<file path="src/rtl/encoder_pkg.sv">
// Shared types and quadrature decode helper for the multi-channel encoder front end.
package encoder_pkg;

  localparam int unsigned STEPS_2X = 2;
  localparam int unsigned STEPS_4X = 4;

  typedef logic [1:0] ab_t;

  typedef enum logic [1:0] {
    DIR_HOLD = 2'b00,
    DIR_UP   = 2'b01,
    DIR_DOWN = 2'b10
  } dir_t;

  typedef struct packed {
    dir_t dir;
    logic illegal;
  } quad_t;

  // ab = {a,b}; up runs 00->10->11->01->00, down is the reverse.
  function automatic quad_t quad_dir(input ab_t prev, input ab_t cur, input int unsigned steps);
    quad_t q;
    q.dir     = DIR_HOLD;
    q.illegal = 1'b0;
    if ((prev ^ cur) == 2'b11) begin
      q.illegal = 1'b1;
    end else begin
      case ({prev, cur})
        4'b00_10, 4'b11_01: q.dir = DIR_UP;
        4'b00_01, 4'b11_10: q.dir = DIR_DOWN;
        4'b10_11, 4'b01_00: if (steps == STEPS_4X) q.dir = DIR_UP;
        4'b01_11, 4'b10_00: if (steps == STEPS_4X) q.dir = DIR_DOWN;
        default: ;
      endcase
    end
    return q;
  endfunction

endpackage

</file>
<file path="src/rtl/encoder_multi_channel.sv">
// One encoder channel: 2-FF sync, debounce, quadrature decode and value register.
// Optional sticky illegal-transition flag built only when ENCODER_ERR_EN is defined.
module encoder_channel
  import encoder_pkg::*;
#(
  parameter int unsigned WIDTH     = 8,
  parameter int unsigned INCREMENT = 1,
  parameter int unsigned DEBOUNCE  = 4,
  parameter int unsigned STEPS     = STEPS_2X,
  parameter int unsigned SATURATE  = 0
) (
  input  logic             clk,
  input  logic             reset_n,
  input  logic             a,
  input  logic             b,
  input  logic             clr,
  output logic [WIDTH-1:0] value,
  output logic             changed,
  output logic             err
);

  localparam logic [WIDTH:0] INC_EXT = (WIDTH+1)'(INCREMENT);

  ab_t sync1, sync2, acc, accepted;
  quad_t q;
  logic [WIDTH:0] sum, diff;
  logic [WIDTH-1:0] step_val, next_val;

  always_ff @(posedge clk or negedge reset_n) begin
    if (!reset_n) begin
      sync1 <= '0;
      sync2 <= '0;
    end else begin
      sync1 <= {a, b};
      sync2 <= sync1;
    end
  end

  generate
    if (DEBOUNCE == 0) begin : g_nodb
      assign accepted = sync2;
    end else begin : g_db
      localparam int unsigned CW = $clog2(DEBOUNCE + 1);
      localparam logic [CW-1:0] CNT_MAX = CW'(DEBOUNCE);
      ab_t cand;
      logic [CW-1:0] cnt;

      // cnt holds how many consecutive cycles sync2 has matched cand, saturating at DEBOUNCE
      always_ff @(posedge clk or negedge reset_n) begin
        if (!reset_n) begin
          cand <= '0;
          cnt  <= '0;
        end else if (sync2 != cand) begin
          cand <= sync2;
          cnt  <= CW'(1);
        end else if (cnt != CNT_MAX) begin
          cnt <= cnt + CW'(1);
        end
      end

      assign accepted = (sync2 == cand && cnt == CNT_MAX) ? cand : acc;
    end
  endgenerate

  assign q = quad_dir(acc, accepted, STEPS);

  always_comb begin
    sum      = {1'b0, value} + INC_EXT;
    diff     = {1'b0, value} - INC_EXT;
    step_val = value;
    case (q.dir)
      DIR_UP:   step_val = (SATURATE != 0 && sum[WIDTH])  ? '1 : sum[WIDTH-1:0];
      DIR_DOWN: step_val = (SATURATE != 0 && diff[WIDTH]) ? '0 : diff[WIDTH-1:0];
      default:  step_val = value;
    endcase
    next_val = clr ? '0 : step_val;
  end

  always_ff @(posedge clk or negedge reset_n) begin
    if (!reset_n) begin
      acc     <= '0;
      value   <= '0;
      changed <= 1'b0;
    end else begin
      acc     <= accepted;
      value   <= next_val;
      changed <= (next_val != value);
    end
  end

`ifdef ENCODER_ERR_EN
  always_ff @(posedge clk or negedge reset_n) begin
    if (!reset_n)       err <= 1'b0;
    else if (q.illegal) err <= 1'b1;
    else if (clr)       err <= 1'b0;
  end
`else
  logic unused_illegal;
  assign unused_illegal = q.illegal;
  assign err = 1'b0;
`endif

endmodule

</file>
<file path="src/rtl/encoder_multi.sv">
// N-channel quadrature encoder front end; ENCODER_ERR_EN enables the sticky err flags.
module encoder_multi
  import encoder_pkg::*;
#(
  parameter int unsigned CHANNELS  = 3,
  parameter int unsigned WIDTH     = 8,
  parameter int unsigned INCREMENT = 1,
  parameter int unsigned DEBOUNCE  = 4,
  parameter int unsigned STEPS     = STEPS_2X,
  parameter int unsigned SATURATE  = 0
) (
  input  logic                      clk,
  input  logic                      reset_n,
  input  logic [CHANNELS-1:0]       a,
  input  logic [CHANNELS-1:0]       b,
  input  logic [CHANNELS-1:0]       clr,
  output logic [CHANNELS*WIDTH-1:0] value,
  output logic [CHANNELS-1:0]       changed,
  output logic [CHANNELS-1:0]       err
);

  generate
    for (genvar i = 0; i < CHANNELS; i++) begin : g_ch
      encoder_channel #(
        .WIDTH    (WIDTH),
        .INCREMENT(INCREMENT),
        .DEBOUNCE (DEBOUNCE),
        .STEPS    (STEPS),
        .SATURATE (SATURATE)
      ) u_ch (
        .clk    (clk),
        .reset_n(reset_n),
        .a      (a[i]),
        .b      (b[i]),
        .clr    (clr[i]),
        .value  (value[i*WIDTH +: WIDTH]),
        .changed(changed[i]),
        .err    (err[i])
      );
    end
  endgenerate

endmodule
</file>
<file path="config.mk">
export PLATFORM = sky130hd
export DESIGN_NAME = encoder_multi
export DESIGN_NICKNAME = d
export VERILOG_FILES = /design/src/rtl/encoder_pkg.sv /design/src/rtl/encoder_multi_channel.sv /design/src/rtl/encoder_multi.sv
export SDC_FILE = /design/constraint.sdc
export NUM_CORES = 1
export LEC_CHECK = 0
export CAP_MARGIN = 15
export CORE_MARGIN = 1.5
export CORE_UTILIZATION = 40
export CTS_CLUSTER_SIZE = 10
export DETAILED_ROUTE_END_ITERATION = 7
export GPL_ROUTABILITY_DRIVEN = 1
export PLACE_DENSITY = 0.64
export SETUP_SLACK_MARGIN = 0.4
export SLEW_MARGIN = 10
export SYNTH_ARGS = -nofsm -noshare
export SYNTH_HDL_FRONTEND = slang
export SYNTH_HIERARCHICAL = 1
export SYNTH_SLANG_ARGS = --single-unit
</file>
<file path="constraint.sdc">
create_clock -name clk -period 4.1 [get_ports clk]
set_input_delay 0.615 -clock clk [delete_from_list [all_inputs] [get_ports clk]]
set_output_delay 0.615 -clock clk [all_outputs]
set_load 0.05 [all_outputs]
</file>
==> out/metrics.csv <==
metric,value,unit
status,completed,
Max Clk Rate,0.3266,GHz
area share of the largest cell type after synthesis,42.16,%
Leak,1.833,nW
max incr delay on CP,410,ps
Ant. Diodes,0,
grt ovf,0,
Pwr per Cell Area,300.1,mW/mm^2
WS Path Type,register to register,
MaxCap Viol Count,0,
Yosys reg bits,60,
dominant synthesized flop cell,dfrtp_1,
Post-DRT Antenna Nets,0,
synthesized area per cell,9.650,um^2
synthesized cell area,0.003561,mm^2
Initial Utilization,41.03,%
Post-synth EDFFs,0,
RR Startpoint,g_ch[0].u_ch/g_db.cnt[0],
hold crit path type,primary input to async pin,
CP Data Arrival Time,3300,ps
Tot GR Track Use,15.18,%
Netlist cell types,51,
nets@finish,444,
Sum Neg Setup Slack,0,ps
count of final hold-check violations,0,
vias in the first global route,2621,
number of post-CTS setup repair buffers,0,
crit-path cells,"inv_1, ha_1, nand2_1, nor2_1, o21ai_0, ha_1, ha_1, and3_4, or3_4, o21bai_1, xnor2_1, a211oi_1",
CTS max path bufs,2,
Worst setup startpoint,g_ch[0].u_ch/g_db.cnt[0],
total number of vias,2734,
Final setup viols,0,
H-tree depth,3,
Hold Buf Count CTS,0,
TritonRoute pass-1 iters,4,
RSZ-0062 raised after global routing,false,
"Min Clock Period, post-route",3062,ps
Syn. warnings,6,
cells after synthesis,369,
CP top delay family,adder cells,
fin. max-slew vios,0,
initial DRC count,79,
Final period util,74.68,%
CTS root buf,clkbuf_8,
DPL Wire Length,4.910,mm
cell taking the most area after synthesis,dfrtp_1,
async set-or-reset flop fraction in the synthesized netlist,100.0,%
FILL cells,842,
largest net degree at the start of global routing,36,
I/O pins,41,
Placed Cells,500,
Fin Clk Skew,8.241,ps
crit path capture type,register,
syn_nets,410,
DIE WIDTH,97.35,um
Total Wirelength,6.718,mm
Final GP Congestion,0.8281,
# resized after CTS,0,
Clock Latency Late Sink,330,ps
CTS tree,done,
Reg2Reg Setup Slack,1040,ps
clk sink count,60,
Slew HR,60.26,%
initial antenna violation count,0,
crit-path most repeated cell,ha_1,
Die H,97.35,um
WP data required,4340,ps
# port buffers,37,
vias per cell,5.309,
number of buffers created by CTS,9,
Area Growth Syn to Fin,17.60,%
Fin Hold WS,274.5,ps
Worst path slowest cell,dfrtp_1,
DRC errors left,0,
clock transition at the registers of the reported paths,70,ps
CP Max Fanout,9,
Routed WL per cell,13.04,um
placement row count,34,
share of layout cells above drive strength 1,6.880,%
"Cell Count, Final, Fillers Out",515,
core area,0.008678,mm^2
post-synthesis sequential area ratio,42.16,%
global-route wire length before repair,11.78,mm
VDD IR max,0.1580,mV
die footprint,0.009477,mm^2
Worst setup SP type,register,
synth top area cells,"dfrtp_1 42%, ha_1 9.5%, a21oi_1 3.9%",
worst path bufs/invs,1,
Worst-Margin Slew,596.0,ps
==> synthesized netlist by cell type, types with 2 or more instances <==
cell type	number
a2bb2oi_1	2
conb_1	3
or3b_1	4
o21bai_1	5
mux2_1	4
mux2i_1	3
buf_4	3
or3_1	2
o21ai_1	7
a211oi_2	2
nand2_1	31
nand2b_1	2
xnor2_1	13
a21oi_1	28
fa_1	3
a31oi_1	7
and4b_1	3
a2111oi_0	2
nor3b_1	10
nor2b_1	5
clkbuf_1	7
a221o_1	2
o21a_1	3
buf_2	4
a211oi_1	3
ha_1	27
nor4b_1	7
nor2_1	31
nor3_2	2
nor4_1	7
and3_1	5
nor3_1	11
dfrtp_1	60
nand3_1	17
mux2_2	2
xor2_1	3
o21ai_0	3
inv_1	19
a21o_1	5
==> worst reg2reg max path, stage by stage, from the launching register on <==
cell      delay (ps)
dfrtp_1          410
inv_1             70
ha_1             190
nand2_1          130
nor2_1           210
o21ai_0          130
ha_1             340
ha_1             390
and3_4           210
or3_4            370
o21bai_1         180
xnor2_1          130
a211oi_1         210
==> cell type report <==
| cell class | count | area [um^2] | share of cell area [%] |
|---|---|---|---|
| multi-input cells | 275 | 1916 | 45.74 |
| repair buffers | 38 | 372.9 | 8.903 |
| inverters | 19 | 71.32 | 1.703 |
| flip-flops and latches | 60 | 1501 | 35.85 |
| well taps | 108 | 135.1 | 3.227 |
| clock buffers | 11 | 141.4 | 3.376 |
| clock inverters | 4 | 50.05 | 1.195 |
==> flip-flops by register name, summed over array words and instances (netlist names) <==
register             count
g_ch.u_ch/acc            6
g_ch.u_ch/sync1          6
g_ch.u_ch/g_db.cnt       9
g_ch.u_ch/sync2          6
g_ch.u_ch/value         24
g_ch.u_ch/g_db.cand      6
g_ch.u_ch/changed        3
==> placed cells by master (no fill, tap or decap), types with 7 or more instances in the layout <==
cell             instances
inv_1                   19
clkdlybuf4s50_1         36
nor4_1                   7
o21ai_1                  7
nor3_1                  11
clkbuf_8                10
ha_1                    27
nor2_1                  31
nor4b_1                  7
nand3_1                 17
dfrtp_1                 60
nand2_1                 31
a21oi_1                 28
a31oi_1                  7
nor3b_1                 10
xnor2_1                 13
==> worst paths after layout <==
path	to	depth (start not counted)
worst max-delay path	g_ch[0].u_ch/value[6]	12
worst min-delay path	g_ch[2].u_ch/value[3]	1
worst max register to register	g_ch[0].u_ch/value[6]	12
worst min register to register	g_ch[2].u_ch/sync2[1]	0
max in group asynchronous	g_ch[1].u_ch/acc[1]	2
min in group clk	g_ch[2].u_ch/sync2[1]	0
==> power breakdown <==
group	internal [mW]	switching (mW)
Sequential	0.618	0.0225
Clock	0.293	0.228
Combinational	0.0386	0.0569
==> metrics by stage <==
stage	util, %	setup slack [ps]	power, mW	area (um^2)
2_1_floorplan	-	1334	0.7129	3561
3_3_place_gp	46.05	1086	0.7442	3996
3_5_place_dp	46.05	1032	0.7492	3996
4_1_cts	48.26	1019	1.281	4188
5_1_grt	48.26	832.0	1.325	4188
6_report	48.26	1038	1.257	4188
==> routing by layer <==
metal	vias up	wire (um)	track usage, %	part of all wire (%)
met1	1307	3260	19.88	49
met5	-	0	0	0
li1	1387	-	-	-
met3	8	158	3.094	2.4
met2	32	3197	24.26	48
met4	0	101	6.923	1.5
==> kinds of logic (layout without fill, tap and decap cells) <==
kind of cell	after synthesis	count (layout)	synth area share, %
AND/OR/NAND/NOR	144	144	22.31
AO/OA/AOI/OAI	73	73	13.32
other	3	3	0.3162
XOR/XNOR	16	16	3.936
adder cells (fa/ha/maj)	30	30	11.17
flip-flops	60	60	42.16
buffers and inverters	34	72	4.041
multiplexers	9	9	2.741
Power figures use the tool's default switching activity.
